<file path="src/rtl/alu_pkg.sv">
// -----------------------------------------------------------------------------
// alu_pkg
// Shared definitions for the 8-bit ALU blocks.
//   ALU_W        : native operand/result width of the ALU datapath.
//   arb_state_t  : state encoding of the shared-divider arbiter sequencer.
//   DZ_QUOTIENT  : quotient reported for a divide-by-zero (all ones).
// -----------------------------------------------------------------------------
package alu_pkg;

   localparam int ALU_W = 8;

   typedef enum logic [1:0] {
      ST_IDLE  = 2'd0,
      ST_ISSUE = 2'd1,
      ST_WAIT  = 2'd2,
      ST_RESP  = 2'd3
   } arb_state_t;

   localparam logic [ALU_W-1:0] DZ_QUOTIENT = {ALU_W{1'b1}};

endpackage : alu_pkg

</file>
<file path="src/rtl/rr_pick.sv">
// -----------------------------------------------------------------------------
// rr_pick
// Combinational round-robin picker: grants the first set request bit at or
// above rr_ptr, wrapping around to bit 0.
// Ports:
//   req     in  NREQ  request vector
//   rr_ptr  in  IDW   index with highest priority this round
//   grant   out NREQ  one-hot grant (zero when no request)
//   valid   out 1     at least one request is set
// -----------------------------------------------------------------------------
module rr_pick #(
   parameter int NREQ = 2,
   parameter int IDW  = $clog2(NREQ)
) (
   input  logic [NREQ-1:0] req,
   input  logic [IDW-1:0]  rr_ptr,
   output logic [NREQ-1:0] grant,
   output logic            valid
);

   always_comb begin
      grant = '0;
      valid = 1'b0;
      // Walk the requesters starting at rr_ptr; the first hit wins.
      for (int k = 0; k < NREQ; k++) begin
         if (!valid && req[(int'(rr_ptr) + k) % NREQ]) begin
            grant[(int'(rr_ptr) + k) % NREQ] = 1'b1;
            valid = 1'b1;
         end
      end
   end

endmodule : rr_pick

</file>
<file path="src/rtl/div_arbiter.sv">
// -----------------------------------------------------------------------------
// div_arbiter
// Round-robin arbiter and sequencer for one shared sequential divider.
// A granted requester's operands are latched on its ack pulse, the divider is
// started, and the quotient/remainder come back tagged with the requester id.
// Divide-by-zero is answered locally; a hung divider is aborted by a watchdog.
// Ports:
//   clk, rst                 clock, asynchronous active-high reset
//   req / req_dividend / req_divisor   per-requester level request + operands
//   ack                      one-hot grant pulse (operands latched)
//   resp_valid/id/quotient/remainder/dz/err   one-cycle tagged result
//   div_start/div_abort      divider control pulses
//   div_dividend/div_divisor divider operands, stable for the whole operation
//   div_done/div_quotient/div_remainder   divider completion and results
// -----------------------------------------------------------------------------
module div_arbiter
   import alu_pkg::*;
#(
   parameter int NREQ    = 2,
   parameter int W       = ALU_W,
   parameter int TIMEOUT = 64
) (
   input  logic                      clk,
   input  logic                      rst,
   input  logic [NREQ-1:0]           req,
   input  logic [NREQ*W-1:0]         req_dividend,
   input  logic [NREQ*W-1:0]         req_divisor,
   output logic [NREQ-1:0]           ack,
   output logic                      resp_valid,
   output logic [$clog2(NREQ)-1:0]   resp_id,
   output logic [W-1:0]              resp_quotient,
   output logic [W-1:0]              resp_remainder,
   output logic                      resp_dz,
   output logic                      resp_err,
   output logic                      div_start,
   output logic                      div_abort,
   output logic [W-1:0]              div_dividend,
   output logic [W-1:0]              div_divisor,
   input  logic                      div_done,
   input  logic [W-1:0]              div_quotient,
   input  logic [W-1:0]              div_remainder
);

   localparam int IDW    = $clog2(NREQ);
   localparam int WDW    = $clog2(TIMEOUT) + 1;
   // Widen the all-ones constant so any W gets a full all-ones quotient.
   localparam int DZ_REP = (W + ALU_W - 1) / ALU_W;
   localparam logic [DZ_REP*ALU_W-1:0] DZ_WIDE = {DZ_REP{DZ_QUOTIENT}};

   arb_state_t        state_reg;
   logic [IDW-1:0]    rr_ptr_reg;
   logic [IDW-1:0]    id_reg;
   logic [W-1:0]      dividend_reg;
   logic              dz_reg;
   logic [WDW-1:0]    wd_reg;

   logic [W-1:0]      dividend_arr [NREQ];
   logic [W-1:0]      divisor_arr  [NREQ];
   logic [NREQ-1:0]   pick_grant;
   logic              pick_valid;
   logic [IDW-1:0]    pick_idx;
   logic [W-1:0]      pick_dividend;
   logic [W-1:0]      pick_divisor;

   // Unpack the flat operand buses into per-requester slices.
   genvar gi;
   generate
      for (gi = 0; gi < NREQ; gi++) begin : g_unpack
         assign dividend_arr[gi] = req_dividend[gi*W +: W];
         assign divisor_arr[gi]  = req_divisor[gi*W +: W];
      end
   endgenerate

   rr_pick #(
      .NREQ (NREQ),
      .IDW  (IDW)
   ) u_rr_pick (
      .req    (req),
      .rr_ptr (rr_ptr_reg),
      .grant  (pick_grant),
      .valid  (pick_valid)
   );

   // One-hot grant to index and operand select.
   always_comb begin
      pick_idx = '0;
      for (int i = 0; i < NREQ; i++) begin
         if (pick_grant[i]) begin
            pick_idx = IDW'(i);
         end
      end
   end

   assign pick_dividend = dividend_arr[pick_idx];
   assign pick_divisor  = divisor_arr[pick_idx];

   always_ff @(posedge clk or posedge rst) begin
      if (rst) begin
         state_reg      <= ST_IDLE;
         rr_ptr_reg     <= '0;
         id_reg         <= '0;
         dividend_reg   <= '0;
         dz_reg         <= 1'b0;
         wd_reg         <= '0;
         ack            <= '0;
         resp_valid     <= 1'b0;
         resp_id        <= '0;
         resp_quotient  <= '0;
         resp_remainder <= '0;
         resp_dz        <= 1'b0;
         resp_err       <= 1'b0;
         div_start      <= 1'b0;
         div_abort      <= 1'b0;
         div_dividend   <= '0;
         div_divisor    <= '0;
      end else begin
         // Pulse outputs default low; result fields hold their last value.
         ack        <= '0;
         resp_valid <= 1'b0;
         div_start  <= 1'b0;
         div_abort  <= 1'b0;

         case (state_reg)
            ST_IDLE: begin
               if (pick_valid) begin
                  ack          <= pick_grant;
                  id_reg       <= pick_idx;
                  dividend_reg <= pick_dividend;
                  if (pick_divisor == '0) begin
                     dz_reg    <= 1'b1;
                     state_reg <= ST_RESP;
                  end else begin
                     dz_reg       <= 1'b0;
                     div_dividend <= pick_dividend;
                     div_divisor  <= pick_divisor;
                     state_reg    <= ST_ISSUE;
                  end
               end
            end

            ST_ISSUE: begin
               // Any done level left over from the previous operation is
               // ignored here; only WAIT samples div_done.
               div_start <= 1'b1;
               wd_reg    <= '0;
               state_reg <= ST_WAIT;
            end

            ST_WAIT: begin
               // Completion takes priority over a watchdog expiring on the
               // same cycle.
               if (div_done) begin
                  resp_valid     <= 1'b1;
                  resp_id        <= id_reg;
                  resp_quotient  <= div_quotient;
                  resp_remainder <= div_remainder;
                  resp_dz        <= 1'b0;
                  resp_err       <= 1'b0;
                  state_reg      <= ST_RESP;
               end else if (wd_reg == WDW'(TIMEOUT - 1)) begin
                  div_abort      <= 1'b1;
                  resp_valid     <= 1'b1;
                  resp_id        <= id_reg;
                  resp_quotient  <= '0;
                  resp_remainder <= '0;
                  resp_dz        <= 1'b0;
                  resp_err       <= 1'b1;
                  state_reg      <= ST_RESP;
               end else begin
                  wd_reg <= wd_reg + 1'b1;
               end
            end

            ST_RESP: begin
               // The divide-by-zero answer is emitted from here so that it
               // trails its ack by one cycle; divider results were already
               // emitted on entry from WAIT.
               if (dz_reg) begin
                  resp_valid     <= 1'b1;
                  resp_id        <= id_reg;
                  resp_quotient  <= DZ_WIDE[W-1:0];
                  resp_remainder <= dividend_reg;
                  resp_dz        <= 1'b1;
                  resp_err       <= 1'b0;
               end
               rr_ptr_reg <= (id_reg == IDW'(NREQ - 1)) ? '0 : id_reg + 1'b1;
               state_reg  <= ST_IDLE;
            end

            default: state_reg <= ST_IDLE;
         endcase
      end
   end

endmodule : div_arbiter

</file>
<file path="config.mk">
export PLATFORM = sky130hd
export DESIGN_NAME = div_arbiter
export DESIGN_NICKNAME = d
export VERILOG_FILES = /design/src/rtl/alu_pkg.sv /design/src/rtl/rr_pick.sv /design/src/rtl/div_arbiter.sv
export SDC_FILE = /design/constraint.sdc
export NUM_CORES = 1
export LEC_CHECK = 0
export ABC_AREA = 1
export CORE_UTILIZATION = 25
export CTS_CLUSTER_DIAMETER = 80
export DETAILED_ROUTE_END_ITERATION = 6
export GPL_ROUTABILITY_DRIVEN = 1
export HOLD_SLACK_MARGIN = 0.08
export PLACE_DENSITY = 0.48
export SYNTH_ARGS = -nofsm -noshare
export SYNTH_HDL_FRONTEND = slang
export SYNTH_SLANG_ARGS = --single-unit
</file>
<file path="constraint.sdc">
create_clock -name clk -period 4.2 [get_ports clk]
set_input_delay 0.42 -clock clk [delete_from_list [all_inputs] [get_ports clk]]
set_output_delay 0.42 -clock clk [all_outputs]
set_load 0.01 [all_outputs]
</file>
==> results of run 1 <==
[metrics by stage]
stage                     instances  power (mW)  hold WS (ps)  setup WS [ps]
after CTS                       599        2.90           472           1880
after global routing            599        3.08           494           1620
final                           599        2.86           466           1870
after detailed placement        583        2.07           459           1530
after floorplan                 360        1.57           440           2300
after global placement          583        2.06           460           1630
[worst max-delay path, delay by kind of cell]
| kind | cells | cell delay (ps) |
|---|---|---|
| buffers and inverters | 2 | 960 |
| AND/OR/NAND/NOR | 5 | 1160 |
[worst max path at each step]
stage	from	to	slack [ps]
final	div_done	resp_remainder[7]	1870
after floorplan	rst	ack[0]	2300
after detailed placement	div_done	resp_remainder[4]	1530
after global routing	div_done	resp_remainder[7]	1620
after global placement	div_done	resp_remainder[1]	1630
after CTS	div_done	resp_remainder[4]	1880
[metal layers]
metal  GRT usage (%)  wire, um  vias up
li1                -         -     1326
met1            16.0      3470     1176
met2            21.0      3540       59
met3            3.77       382        7
met4            4.80       104        0
met5               0         0        -
[final cells by class]
type | instances | area share (%)
clock buffers | 12 | 6.15
multi-input cells | 246 | 28.4
well taps | 143 | 4.13
flip-flops and latches | 60 | 34.6
clock inverters | 4 | 1.62
inverters | 40 | 3.46
repair buffers | 94 | 21.6
[cell usage after synthesis]
cell,count
buf_2,4
a21oi_1,12
clkinv_1,1
mux2_2,8
nor2_2,4
nor2_1,8
nand4_1,2
nand2_1,123
xor2_1,1
inv_1,37
inv_2,2
nand2_2,2
nand3b_1,8
o21ai_0,35
buf_6,3
o31ai_1,1
dfrtp_1,60
or2_2,1
buf_4,1
ha_1,6
nor3_1,2
nand3_1,28
clkbuf_1,6
nand2_4,5
[report_power, final]
part | switching (mW) | internal (mW) | total, mW
Clock | 0.253 | 0.565 | 0.818
Sequential | 0.124 | 0.805 | 0.929
Combinational | 0.592 | 0.518 | 1.11
[cell usage in the layout (no fill, tap or decap), types with 2 or more instances in the layout]
cell	instances
o21ai_0	35
buf_4	2
clkinv_2	2
nand2_4	5
dfrtp_1	60
a21oi_1	12
nand2_1	123
clkbuf_8	3
nand3_1	28
clkbuf_16	9
inv_1	36
ha_1	6
inv_2	3
nor2_2	4
clkdlybuf4s50_1	92
nor3_1	2
mux2_2	8
nand4_1	2
nand2_2	2
bufinv_16	2
nand3b_1	8
nor2_1	8
[logic make-up (layout without fill, tap and decap cells)]
logic type	count (synthesis)	in the layout	synth area share [%]
and+or+nand+nor	183	183	27.5
DFF	60	60	50.6
buffers and inverters	54	150	7.89
AOI/OAI and AO/OA	48	48	8.18
muxes	8	8	3.04
adders and majority gates	6	6	2.53
xor gates and xnor gates	1	1	0.295
==> implementation parameters, run 1 <==
Parameter                              Value

Timing
  Sum of negative setup slack    0 ps
  Final period utilization    between 50% and 60%
  Total count of max-transition violations in the final report    0
  Final count of negative-setup-slack endpoints    0
  Tmin final    between 2000 and 2500 ps
  RSZ-0062 raised after global routing    false
  Measured slew at the worst slew-check pin    just over 900 ps
  Setup Skew    about 4.7 ps
  Final Hold Vio Count    0
  Fmax achieved    429 MHz
  Rel. slew slack    between 30% and 40%

Synthesis
  Ys Warns    0
  Leading post-synthesis cells by cell area    dfrtp_1 (51%), nand2_1 (16%), o21ai_0 (5.9%)
  Share of the synthesized area in the top cell type    about half
  Flip-flop and latch count after synthesis    60
  Number of standard cells after synthesis    360
  Top cell type by total area after synthesis    dfrtp_1
  Average footprint of a synthesized cell    roughly 8.2 sq um
  Cell area after technology mapping    0.00297 sq mm
  Register area share after synthesis    about 51%
  Syn Nets    about 420
  Number of unique standard cell types used by synthesis    24

Cells and area
  Final standard cell area without fillers    0.00433 sq mm
  Filler cell count    about 1200
  Area used by multi-input combinational logic    approximately 0.0012 sq mm
  Synthesis-to-layout area growth    46.1%
  Sequential standard cell area    around 0.0015 sq mm
  Antenna cell count    0
  Net count reported at finish    510
  Layout cell share with drive strength beyond 1    under 10%
  Post-layout utilization of the core    37.8%

Clocking
  TritonCTS Buffers    9
  CTS Hold Buffers Added    0
  H-tree lvl count    3
  CTS sink cnt    60
  Root buffer cell    clkbuf_16
  Deepest clock path buffer count    2
  Clk_lat worst skew    between 300 and 400 ps
  Clock transition at path regs    approximately 50 ps
  Total setup buffers inserted after CTS    0
  CTS tree    done
  Cells resized by post-CTS repair    0

Detailed routing
  Routed wire length    approximately 7500 um
  Count of vias placed by the detailed router    2568
  Remaining design rule violation count    0
  First-pass DRT Iterations    4
  Number of vias per cell after detailed routing    about 4.3
  Number of nets with antenna violations after detailed routing    0
  Per-cell routed wire length    12.5 um
  Drt first-iter violations    66

Placed design
  Gp weighted congestion    just over 0.8
  Number of port buffers    approximately 90
  Sum of net half-perimeters after detailed placement    5530 um
  Cell area after placement    roughly 0.0040 sq mm

Power and ir drop
  PwrDens    around 660 mW/mm^2
  Max IR drop VDD    ~230 uV
  Static Leakage    between 2 and 2.5 nW

Die
  Die footprint    roughly 0.012 sq mm
  Horizontal die dimension    ~110 um
  Number of rows created at floorplan    39
  Boundary Pins    93
  Area of the core region    around 0.011 sq mm
  Starting density of the core    25.9%
  Die extent in y    approximately 110 um

Worst setup path
  Type of the worst setup path    primary input to flip-flop
  Launching point of the worst reg2reg path    state_reg[0]
  Cell repeated most along the worst path    nand2_1
  Required arrival time at the worst endpoint    roughly 4400 ps
  Data arrival, critical path    around 2500 ps
  Length in cells of the worst reg-to-reg path    9
  Flop2flop setup slack    approximately 2100 ps
  CP max-delay cell    clkdlybuf4s50_1
  CP peak stage delay    ~800 ps
  Worst R2R End    resp_remainder[7]
  Crit-path max FO    29
  Element type at the critical path start    primary input
  Kind of end point of the critical path    flip-flop
  Ordered list of cells on the worst path    clkdlybuf4s50_1, nor2_1, nand2_4, nand2_2, inv_2, nand2_1, nand2_1

GRT
  Vias in the first global route    between 2000 and 3000
  Pin count of the biggest net entering global routing    45
  Overall track demand over capacity in global routing    about an eighth
  Global-route wire length before repair    12600 um
  Initial antenna violation count    0
  Overflow left after global routing    0

Hold path
  Hold WC Path Type    flip-flop to flip-flop
  Cells on Worst Hold Path    2
  Hold-critical path endpoint    div_dividend[2]
  Worst hold path startpoint    div_dividend[2]

Flow run
  Reported max-cap violation count    0

Status
  Run status    finished clean
(Power assumes the default switching activity.)
==> run 2: changes to the inputs <==
==> constraint.sdc (replaced) <==
create_clock -name clk -period 2.38 [get_ports clk]
set_input_delay 0.238 -clock clk [delete_from_list [all_inputs] [get_ports clk]]
set_output_delay 0.238 -clock clk [all_outputs]
set_load 0.01 [all_outputs]
==> implementation parameters, run 2 (synthesized netlist as in run 1, its figures left out) <==
Parameter                              Value

Cells and area
  Layout cell share with drive strength beyond 1    9.17% (+0.18 points)
  Filler cell count    1179 (+1.6%)
  Commonest cells after routing, fill and taps aside    nand2_1 (123), clkdlybuf4s50_1 (92), dfrtp_1 (60)
  Net count reported at finish    512 (+0.39%)
  Leading cell type in the layout, fill and taps excluded    nand2_1
  Final instance count without filler cells    601 (+0.33%)
  Antenna cell count    0 (unchanged)
  Synthesis-to-layout area growth    47.5%

Power and ir drop
  Max IR drop VDD    391 uV (+67%)
  PwrDens    1170 mW/mm^2 (+77%)
  Static Leakage    2.09 nW (+0.63%)
  Final Power    5.10 mW (+79%)

Worst setup path
  Element type at the critical path start    flip-flop
  Required arrival time at the worst endpoint    2590 ps (-1820 ps)
  Kind of end point of the critical path    flip-flop
  Kind of cell with the highest combined delay on the critical path    simple AND/OR/NAND/NOR gates
  Number of buffer and inverter stages on the critical path    3 (+1)
  Type of the worst setup path    flip-flop to flip-flop
  Crit-path max FO    11 (-62%)
  Ordered list of cells on the worst path    inv_1, ha_1, inv_1, nor2_1, nand2_4, nand2_2, inv_2, nand2_1, nand2_1
  CP peak stage delay    410 ps (-380 ps)
  CP max-delay cell    dfrtp_1
  Data arrival, critical path    2150 ps (-390 ps)

Placed design
  Placed cell count    585 (+0.34%)
  Sum of net half-perimeters after detailed placement    5730 um (+3.6%)
  Number of port buffers    92 (unchanged)
  Gp weighted congestion    0.808 (+0.22%)

Status
  Run status    finished clean

Detailed routing
  First-pass DRT Iterations    4 (unchanged)
  Number of vias per cell after detailed routing    4.36 (+1.7%)
  Count of vias placed by the detailed router    2620 (+2.0%)
  Number of nets with antenna violations after detailed routing    0 (unchanged)
  Drt first-iter violations    105 (+59%)
  Remaining design rule violation count    0 (unchanged)
  Per-cell routed wire length    12.9 um (+3.2%)
  Routed wire length    7760 um (+3.5%)

Timing
  Tmin final    1930 ps
  Fmax achieved    between 500 and 600 MHz
  Rel. slew slack    65.5% (+27 points)
  Final count of negative-setup-slack endpoints    0 (unchanged)
  Sum of negative setup slack    0 ps (unchanged)
  Total count of max-transition violations in the final report    0 (unchanged)
  Final period utilization    between 80% and 90%
  Measured slew at the worst slew-check pin    517 ps (-403 ps)
  RSZ-0062 raised after global routing    false
  Final Hold Vio Count    0 (unchanged)
  Setup Skew    8.18 ps (+3.44 ps)

Die
  Die footprint    0.0123 sq mm (unchanged)
  Die extent in y    111 um (unchanged)
  Starting density of the core    25.9% (unchanged)
  Horizontal die dimension    111 um (unchanged)
  Boundary Pins    93 (unchanged)
  Area of the core region    0.0115 sq mm (unchanged)
  Number of rows created at floorplan    39 (unchanged)

GRT
  Initial antenna violation count    0 (unchanged)
  Overall track demand over capacity in global routing    13.2% (+0.35 points)
  Global-route wire length before repair    12900 um (+2.6%)
  Pin count of the biggest net entering global routing    39 (-13%)
  Overflow left after global routing    0 (unchanged)
  Vias in the first global route    2721 (+1.3%)

Clocking
  Deepest clock path buffer count    2 (unchanged)
  Cells resized by post-CTS repair    0 (unchanged)
  CTS Hold Buffers Added    0 (unchanged)
  CTS sink cnt    60 (unchanged)
  H-tree lvl count    3 (unchanged)
  TritonCTS Buffers    9 (unchanged)
  CTS tree    done
  Root buffer cell    clkbuf_16
  Total setup buffers inserted after CTS    0 (unchanged)
  Clk_lat worst skew    320 ps (about the same)
  Clock transition at path regs    60 ps (about the same)

Flow run
  Reported max-cap violation count    0 (unchanged)

Hold path
  Hold WC Path Type    primary input to async pin
## run 2: cell count changes in the layout (fill, tap and decap cells not counted), sizes merged
cell,before,now
clkinv,3,1
buf,2,4
clkbuf,12,13
clkinvlp,0,1
## run 2: where the power goes
part | leakage (nW) | internal (mW) | switching [mW] | total, mW
logic | 1.17 | 0.950 | 1.06 | 2.01
registers | 0.766 | 1.42 | 0.220 | 1.64
clock network | 0.162 | 1.00 | 0.452 | 1.45
total | 2.09 | 3.37 | 1.73 | 5.10
## run 2: path summary, 6_finish.rpt
check                          startpoint           endpoint  slack [ps]  cells past startpoint
max reg2reg                  state_reg[0]  resp_remainder[1]         450                      9
max                          state_reg[0]  resp_remainder[1]         450                      9
min                                   rst          div_start         270                      2
max in group asynchronous             rst     div_divisor[0]        1490                      3
min in group clk           div_divisor[5]     div_divisor[5]         470                      2
min reg2reg                div_divisor[5]     div_divisor[5]         470                      2
## run 2: final cells by class
| class | count | area (sq um) | share of cell area, % |
|---|---|---|---|
| timing repair buffer | 96 | 976 | 22.3 |
| inverter | 40 | 150 | 3.43 |
| clock inverter | 3 | 67.6 | 1.54 |
| sequential | 60 | 1500 | 34.3 |
| clock buffer | 13 | 270 | 6.18 |
| tap | 143 | 179 | 4.09 |
| multi-input combinational | 246 | 1230 | 28.1 |
## run 2: routing by layer
| layer | share of wire [%] | GRT usage (%) |
|---|---|---|
| met5 | 0 | 0 |
| met4 | 1.8 | 6.40 |
| met3 | 4.4 | 2.57 |
| met2 | 46 | 21.4 |
| met1 | 47 | 16.9 |
## run 2: through the flow
stage / hold WS, ps / area [sq um] / utilization [%] / worst slack, ps
finish: 274 / 4380 / 38.2 / 447
global route: 316 / 4380 / 38.2 / 236
detailed placement: 462 / 4040 / 35.2 / 223
CTS: 285 / 4380 / 38.2 / 426
global placement: 458 / 4040 / 35.2 / 332
floorplan: 348 / 2970 / - / 657
==> run 3: changes to the inputs <==
--- a/config.mk
+++ b/config.mk
@@ -11,7 +11,7 @@
 export DETAILED_ROUTE_END_ITERATION = 6
 export GPL_ROUTABILITY_DRIVEN = 1
 export HOLD_SLACK_MARGIN = 0.08
-export PLACE_DENSITY = 0.48
+export PLACE_DENSITY = 0.5
 export SYNTH_ARGS = -nofsm -noshare
 export SYNTH_HDL_FRONTEND = slang
 export SYNTH_SLANG_ARGS = --single-unit
==> constraint.sdc (replaced) <==
create_clock -name clk -period 1.61 [get_ports clk]
set_input_delay 0.161 -clock clk [delete_from_list [all_inputs] [get_ports clk]]
set_output_delay 0.161 -clock clk [all_outputs]
set_load 0.01 [all_outputs]
==> implementation parameters, run 3 (synthesized netlist as in run 1, its figures left out) <==
Parameter                              Value

Clocking
  TritonCTS Buffers    9 (unchanged)
  Clk_lat worst skew    320 ps (about the same)
  CTS tree    done
  H-tree lvl count    3 (unchanged)
  Root buffer cell    clkbuf_16
  Clock transition at path regs    50 ps (about the same)
  CTS sink cnt    60 (unchanged)
  Deepest clock path buffer count    2 (unchanged)
  CTS Hold Buffers Added    0 (unchanged)

Timing
  Measured slew at the worst slew-check pin    554 ps (+37.0 ps)
  Setup Skew    4.50 ps (-3.69 ps)
  Tmin final    1640 ps (-294 ps)
  Rel. slew slack    62.9% (-2.6 points)
  Minimum setup slack in the final design    -29.5 ps (-476 ps)
  Final Hold Vio Count    0 (unchanged)
  Final period utilization    102% (+21 points)
  RSZ-0062 raised after global routing    true
  Fmax achieved    610 MHz (+18%)
  Total count of max-transition violations in the final report    0 (unchanged)
  Minimum hold slack    202 ps (-72.2 ps)
  Final count of negative-setup-slack endpoints    13 (+13)

Cells and area
  Net count reported at finish    560 (+9.4%)
  Sequential standard cell area    0.00150 sq mm (unchanged)
  Commonest cells after routing, fill and taps aside    clkdlybuf4s50_1 (92), nand2_1 (87), dfrtp_1 (60)
  Leading cell type in the layout, fill and taps excluded    clkdlybuf4s50_1
  Area used by multi-input combinational logic    0.00149 sq mm (+21%)
  Filler cell count    1129 (-4.2%)
  Final instance count without filler cells    649 (+8.0%)
  Post-layout utilization of the core    43.9% (+5.7 points)
  Layout cell share with drive strength beyond 1    26.1% (+17 points)
  Final standard cell area without fillers    0.00503 sq mm (+15%)
  Synthesis-to-layout area growth    69.5%
  Antenna cell count    0 (unchanged)

Power and ir drop
  Static Leakage    2.39 nW (+14%)
  PwrDens    1720 mW/mm^2 (+47%)
  Max IR drop VDD    778 uV (+99%)
  Final Power    8.64 mW (+69%)

Placed design
  Sum of net half-perimeters after detailed placement    5710 um (-0.37%)
  Cell area after placement    0.00428 sq mm (+6.0%)
  Gp weighted congestion    0.782 (-3.2%)
  Number of port buffers    92 (unchanged)
  Placed cell count    612 (+4.6%)

Die
  Number of rows created at floorplan    39 (unchanged)
  Boundary Pins    93 (unchanged)
  Horizontal die dimension    111 um (unchanged)
  Area of the core region    0.0115 sq mm (unchanged)
  Starting density of the core    25.9% (unchanged)
  Die footprint    0.0123 sq mm (unchanged)
  Die extent in y    111 um (unchanged)

GRT
  Vias in the first global route    2835 (+4.2%)
  Overall track demand over capacity in global routing    13.9% (+0.69 points)
  Pin count of the biggest net entering global routing    30 (-23%)
  Global-route wire length before repair    13800 um (+6.7%)
  Overflow left after global routing    0 (unchanged)
  Initial antenna violation count    0 (unchanged)

Worst setup path
  Required arrival time at the worst endpoint    1870 ps (-720 ps)
  Element type at the critical path start    flip-flop
  Data arrival, critical path    1900 ps (-250 ps)
  Crit-path max FO    8 (-3)
  Type of the worst setup path    flip-flop to flip-flop
  Kind of end point of the critical path    flip-flop

Detailed routing
  Count of vias placed by the detailed router    2878 (+9.8%)
  Number of vias per cell after detailed routing    4.43 (+1.7%)
  Remaining design rule violation count    0 (unchanged)
  Number of nets with antenna violations after detailed routing    0 (unchanged)
  Per-cell routed wire length    13.3 um (+3.3%)
  First-pass DRT Iterations    4 (unchanged)
  Routed wire length    8660 um (+12%)
  Drt first-iter violations    94 (-10%)

Hold path
  Hold WC Path Type    primary input to async pin

Flow run
  Reported max-cap violation count    0 (unchanged)

Status
  Run status    complete, but fails checks
  Violated checks    setup timing
## run 3: final cells by class
type	count	area share, %
clock inverters	5	1.99
multi-input cells	252	29.7
flip-flops and latches	60	29.9
repair buffers	138	27.2
inverters	40	3.11
well taps	143	3.56
clock buffers	11	4.63
## run 3: report_power, final
part           switching (mW)  total [mW]  internal, mW
registers               0.345        2.45          2.10
clock network           0.644        2.15          1.51
logic                    1.99        4.05          2.06
total                    2.98        8.64          5.66
## run 3: stage by stage
step | setup WS [ps] | TNS [ps]
final | -29.5 | -204
after global routing | -119 | -1980
after CTS | 4.09 | 0
after detailed placement | -678 | -15900
after global placement | -579 | -13060
after floorplan | 1.51 | 0
## run 3: what timing repair did
| action | 4_1_cts | 5_1_grt |
|---|---|---|
| cloned | 4 | 4 |
| buffers inserted | 3 | 11 |
| pin swaps | 5 | 18 |
| gates resized for setup | 11 | 64 |
| setup endpoints to repair | 45 | 51 |
## run 3: final timing paths
path / from / end / slack (ps) / depth (start not counted)
max in group asynchronous: rst / div_divisor[6] / 920 / 3
worst max register to register: rr_ptr_reg / div_divisor[5] / -30 / 11
worst max-delay path: rr_ptr_reg / div_divisor[5] / -30 / 11
min in group clk: div_dividend[3] / div_dividend[3] / 470 / 2
worst min-delay path: rst / resp_quotient[3] / 200 / 2
worst min register to register: div_dividend[3] / div_dividend[3] / 470 / 2
## run 3: worst max-delay path: stages, from the launching register on
cell     delay [ps]
dfrtp_1         410
inv_2           100
nand2_4         100
nand2_4         110
nand2_2          50
nand2_2          80
nand2_2          60
nor2_4          210
nand2_4         170
nand2_8         150
nand2_1          60
nand2_1          50
## run 3: routing by layer
| layer | wire [um] | up-vias | GRT usage (%) |
|---|---|---|---|
| li1 | - | 1432 | - |
| met1 | 4030 | 1362 | 19.0 |
| met2 | 4010 | 76 | 21.4 |
| met3 | 526 | 8 | 3.99 |
| met4 | 88 | 0 | 4.00 |
| met5 | 0 | - | 0 |
